**src/rtl/expr_string_tx.sv**
```systemverilog
// expr_string_tx: serializes a latched list of decimal operands and '+'/'*'
// operators into ASCII characters for the expression-string recognizer.
// Sequence per string: one recognizer clear cycle, the characters with a
// valid/ready handshake, then a one-cycle done pulse.
module expr_string_tx #(
    parameter int MAX_OPS = 4,
    parameter int IDX_W   = 3
) (
    input  logic                   clk,
    input  logic                   clr,
    input  logic                   start,
    input  logic [IDX_W-1:0]       n_ops,
    input  logic [4*MAX_OPS-1:0]   digits,
    input  logic [MAX_OPS-2:0]     ops,
    input  logic                   ch_ready,
    output logic                   busy,
    output logic                   str_clr,
    output logic [7:0]             ch,
    output logic                   ch_valid,
    output logic                   done,
    output logic                   err
);

    typedef enum logic [2:0] {
        IDLE,
        SYNC,
        DIGIT,
        OP,
        DONE
    } state_t;

    // Operand/operator tables are padded to the full index range so any
    // idx value selects a defined entry without a width mismatch.
    localparam int              SLOTS = 2 ** IDX_W;
    localparam logic [IDX_W-1:0] MAX_N = IDX_W'(MAX_OPS);

    state_t               state_reg;
    logic [IDX_W-1:0]     idx_reg;
    logic [IDX_W-1:0]     n_ops_reg;
    logic [4*MAX_OPS-1:0] digits_reg;
    logic [MAX_OPS-2:0]   ops_reg;

    logic [3:0]           operand [SLOTS];
    logic [SLOTS-1:0]     op_vec;

    logic [IDX_W-1:0]     idx_inc;
    logic [3:0]           cur_digit;
    logic [3:0]           nxt_digit;
    logic                 last_operand;
    logic                 start_ok;

    // Unpack the latched operands and operators into index-addressable tables.
    generate
        for (genvar gi = 0; gi < SLOTS; gi++) begin : g_slot
            if (gi < MAX_OPS) begin : g_operand
                assign operand[gi] = digits_reg[4*gi +: 4];
            end else begin : g_operand_pad
                assign operand[gi] = 4'd0;
            end
            if (gi < MAX_OPS - 1) begin : g_op
                assign op_vec[gi] = ops_reg[gi];
            end else begin : g_op_pad
                assign op_vec[gi] = 1'b0;
            end
        end
    endgenerate

    // ASCII for one operand; anything outside 0..9 becomes '?'.
    function automatic logic [7:0] digit_char(input logic [3:0] d);
        return (d > 4'd9) ? 8'd63 : (8'd48 + {4'd0, d});
    endfunction

    // Current/next operand lookup and start qualification.
    always_comb begin
        idx_inc      = idx_reg + IDX_W'(1);
        cur_digit    = operand[idx_reg];
        nxt_digit    = operand[idx_inc];
        last_operand = (idx_reg == (n_ops_reg - IDX_W'(1)));
        start_ok     = start && (n_ops != '0) && (n_ops <= MAX_N);
    end

    // Sequencer with registered outputs: each transition loads the outputs
    // that belong to the state being entered.
    always_ff @(posedge clk) begin
        if (!clr) begin
            state_reg  <= IDLE;
            idx_reg    <= '0;
            n_ops_reg  <= '0;
            digits_reg <= '0;
            ops_reg    <= '0;
            busy       <= 1'b0;
            str_clr    <= 1'b0;
            ch         <= 8'd0;
            ch_valid   <= 1'b0;
            done       <= 1'b0;
            err        <= 1'b0;
        end else begin
            case (state_reg)
                IDLE: begin
                    busy     <= 1'b0;
                    str_clr  <= 1'b0;
                    ch       <= 8'd0;
                    ch_valid <= 1'b0;
                    done     <= 1'b0;
                    if (start_ok) begin
                        digits_reg <= digits;
                        ops_reg    <= ops;
                        n_ops_reg  <= n_ops;
                        idx_reg    <= '0;
                        err        <= 1'b0;
                        busy       <= 1'b1;
                        str_clr    <= 1'b1;
                        state_reg  <= SYNC;
                    end
                end
                SYNC: begin
                    // idx is 0 here, so cur_digit is the first operand.
                    str_clr   <= 1'b0;
                    ch_valid  <= 1'b1;
                    ch        <= digit_char(cur_digit);
                    if (cur_digit > 4'd9) begin
                        err <= 1'b1;
                    end
                    state_reg <= DIGIT;
                end
                DIGIT: begin
                    if (ch_ready) begin
                        if (last_operand) begin
                            ch_valid  <= 1'b0;
                            ch        <= 8'd0;
                            done      <= 1'b1;
                            state_reg <= DONE;
                        end else begin
                            ch        <= op_vec[idx_reg] ? 8'd42 : 8'd43;
                            state_reg <= OP;
                        end
                    end
                end
                OP: begin
                    if (ch_ready) begin
                        idx_reg   <= idx_inc;
                        ch        <= digit_char(nxt_digit);
                        if (nxt_digit > 4'd9) begin
                            err <= 1'b1;
                        end
                        state_reg <= DIGIT;
                    end
                end
                DONE: begin
                    done      <= 1'b0;
                    busy      <= 1'b0;
                    state_reg <= IDLE;
                end
                default: begin
                    busy      <= 1'b0;
                    str_clr   <= 1'b0;
                    ch        <= 8'd0;
                    ch_valid  <= 1'b0;
                    done      <= 1'b0;
                    state_reg <= IDLE;
                end
            endcase
        end
    end

endmodule

```
**config.mk**
```make
export PLATFORM = sky130hd
export DESIGN_NAME = expr_string_tx
export DESIGN_NICKNAME = d
export VERILOG_FILES = /design/src/rtl/expr_string_tx.sv
export SDC_FILE = /design/constraint.sdc
export NUM_CORES = 1
export LEC_CHECK = 0
export CAP_MARGIN = 20
export CORE_MARGIN = 2
export CORE_UTILIZATION = 62
export CTS_CLUSTER_DIAMETER = 30
export CTS_CLUSTER_SIZE = 24
export DETAILED_ROUTE_END_ITERATION = 16
export DONT_BUFFER_PORTS = 1
export PLACE_DENSITY = 0.87
export RECOVER_POWER = 100
export SLEW_MARGIN = 20
export SYNTH_ARGS = -nofsm -noshare
export SYNTH_HDL_FRONTEND = slang
export SYNTH_SLANG_ARGS = --single-unit
```
**constraint.sdc**
```tcl
create_clock -name clk -period 2.7 [get_ports clk]
set_clock_uncertainty 0.2 [all_clocks]
set_input_delay 0.81 -clock clk [delete_from_list [all_inputs] [get_ports clk]]
set_output_delay 0.81 -clock clk [all_outputs]
set_load 0.03 [all_outputs]
```
==> flow_metrics.py <==
metrics = {
    "routing": {
        "ant_nets": 0,
        "drt-total-wl_microns": 4120,
        "viasPerCell": 6.08,
        "vias": 1496,
        "dr.first_iter.drc_count": 91,
        "wl_per_cell_microns": 16.8,
        "drt-pass1-iter-count": 4,
        "drc": 0,
    },
    "timing": {
        "tightest_slew_ps": 750,
        "hold_viol_final": 0,
        "finalMaxSlewViolations": 0,
        "post-route-min-period_ps": 2420,
        "final-setup-viol-count": 0,
        "timing.final.crit_share_pct": 89.8,
        "timing.hold.ws_ps": 319,
        "rsz0062_at_grt": "no",
        "fmax_mhz": 413,
        "totalNegativeSetupSlack_ps": 0,
        "slew-limit-headroom_pct": 50.0,
    },
    "worst_setup_path": {
        "reg2reg_from": "state_reg[1]",
        "reg2reg_slack_ps": 280,
        "end_kind": "flop",
        "cp.arrival_ps": 2450,
        "path_buf_inv": 1,
        "crit_cells": 5,
        "crit_family": "simple AND/OR/NAND/NOR gates",
        "crit_fanout": 24,
        "cp.required_ps": 2720,
        "crit_end": "digits_reg[8]",
        "critPathLaunch": "state_reg[1]",
        "crit_chain": "nor3b_1 -> and4_1 -> clkbuf_2 -> mux2i_1 -> nor2_1",
        "slowest_stage": "clkbuf_2",
        "slowest_delay_ps": 590,
        "crit_path_start_kind": "flop",
        "r2r-end": "digits_reg[8]",
        "crit_type": "reg -> reg",
        "r2r_cells": 5,
    },
    "global_route": {
        "gr-total-overflow": 0,
        "grt_usage_pct": 25.4,
        "grt_antenna_before_repair": 0,
        "grt_pass1_wl_microns": 6960,
        "first_global_vias": 1509,
        "grt_max_degree": 25,
    },
    "pwr": {
        "total_leakage_power_uw": 0.000799,
        "powerDensity_mw_per_mm2": 682,
        "total_power_uw": 1420,
        "ir_drop_mv": 0.391,
    },
    "cells_and_area": {
        "layout_common_cells": "dfxtp_1, nor2_1, mux2i_1",
        "diodes": 0,
        "drive_gt1_share_pct": 13.4,
        "final_nets": 229,
        "layout_commonest_cell": "dfxtp_1",
        "area.growth.synth_to_final_pct": 5.04,
        "largest_register_ffs": 16,
    },
    "flow_run": {
        "cap_violations": 0,
    },
    "yosys": {
        "synthesis.area_sq_mm": 0.00199,
        "synth_edf_count": 0,
        "synth_warnings": 0,
        "post_synth_num_cell_types": 53,
        "syn_inst": 201,
        "synth.avg_cell_area_sq_um": 9.89,
        "ys_ff_latch": 39,
        "async_flop_share_pct": 0,
        "yosys_most_used_dff": "dfxtp_1",
        "yosysSeqAreaShare_pct": 39.3,
    },
    "floorplan": {
        "io-pin-count": 39,
        "rows": 20,
        "die_h_microns": 60.6,
        "die_area_sq_mm": 0.00367,
        "floorplan.initialDensity_pct": 65.1,
        "core_area_sq_mm": 0.00305,
        "die_w_microns": 60.6,
    },
    "clock_network": {
        "tritoncts": "yes",
        "clock-root-buffer": "clkbuf_4",
        "clkSlewWorstSetupHoldPaths_ps": 120,
        "clock_latency_ps": 350,
        "post_cts_buffers": 0,
        "post_cts_resized": 0,
        "cts-htree-levels": 2,
        "numCtsBuffers": 5,
        "cts.sinks": 39,
        "cts_max_path_buffers": 2,
        "cts_hold_buf": 0,
    },
    "place": {
        "place.port_buffers": 0,
        "dp_hpwl_microns": 3100,
        "globalplace.congestion": 0.933,
    },
    "outcome": {
        "status": "completed",
    },
    "hold_path": {
        "hp-start": "n_ops_reg[2]",
        "min_path_type": "reg -> reg",
    },
}
==> cells in the mapped netlist (all sizes together), types with 2 or more instances <==
cell type / n / area, sq um
ha: 2 / 25.0
nor2: 34 / 128
inv: 5 / 18.8
a311oi: 2 / 35.0
a22oi: 2 / 15.0
nor3b: 2 / 15.0
nor2b: 2 / 12.5
mux2i: 25 / 250
o21a: 2 / 15.0
a21oi: 9 / 45.0
mux4: 8 / 180
o21ai: 9 / 48.8
and3b: 2 / 18.8
nand3: 3 / 15.0
dfxtp: 39 / 781
buf: 10 / 53.8
xor2: 2 / 17.5
clkbuf: 3 / 11.3
nor3: 4 / 25.0
nand2: 6 / 22.5
a21o: 5 / 37.5
==> stage by stage <==
stage	setup WS, ps	utilization, %	instance area, sq um	std cells
6_report	276	68.4	2090	246
5_1_grt	150	68.4	2090	246
4_1_cts	317	69.3	2120	246
3_5_place_dp	343	66.5	2030	238
3_3_place_gp	447	66.5	2030	238
2_1_floorplan	443	-	1990	202
==> worst register-to-register path, delay by kind of cell, from the launching register on <==
family | cells | cell delay (ps)
AND/OR/NAND/NOR | 3 | 760
flip-flops | 1 | 450
multiplexers | 1 | 290
buffers and inverters | 1 | 590
==> where the power goes <==
part | internal [uW] | switching (uW) | leakage, uW
logic | 136 | 155 | 0.000433
clock network | 219 | 191 | 0.0000482
registers | 630 | 91.5 | 0.000318
==> logic make-up (layout without fill, tap and decap cells) <==
| group | after synthesis | in the layout | share of synthesized area, % |
|---|---|---|---|
| multiplexers | 33 | 33 | 21.7 |
| adder cells (fa/ha/maj) | 2 | 2 | 1.26 |
| other | 1 | 2 | 0.189 |
| buffers and inverters | 18 | 18 | 4.22 |
| AND/OR/NAND/NOR | 65 | 65 | 16.6 |
| AO/OA/AOI/OAI | 39 | 39 | 14.4 |
| flip-flops | 39 | 39 | 39.3 |
| XOR/XNOR | 4 | 4 | 2.46 |
==> how the worst min path moves through the flow <==
stage                               to  slack, ps  cells past startpoint
final                     n_ops_reg[2]        320                      2
after floorplan             ops_reg[0]        260                      2
after detailed placement    ops_reg[0]        290                      2
after global placement    n_ops_reg[1]        280                      2
after CTS                   ops_reg[0]        320                      2
after global routing        ops_reg[0]        350                      2
==> layout make-up <==
class,instances,area (sq um)
Clock buffer,6,51.3
Clock inverter,2,35.0
Inverter,5,18.8
Fill cell,244,966
Multi-Input combinational cell,145,1110
Sequential cell,39,781
Timing Repair Buffer,5,35.0
Tap cell,44,55.1
==> metal layers <==
layer	vias up	GRT usage (%)	routed length, microns
met5	-	0	0
li1	724	-	-
met2	47	43.8	2070
met3	6	6.61	243
met1	719	31.3	1770
met4	0	7.45	40
No activity file was read; power rests on OpenSTA's default activity.
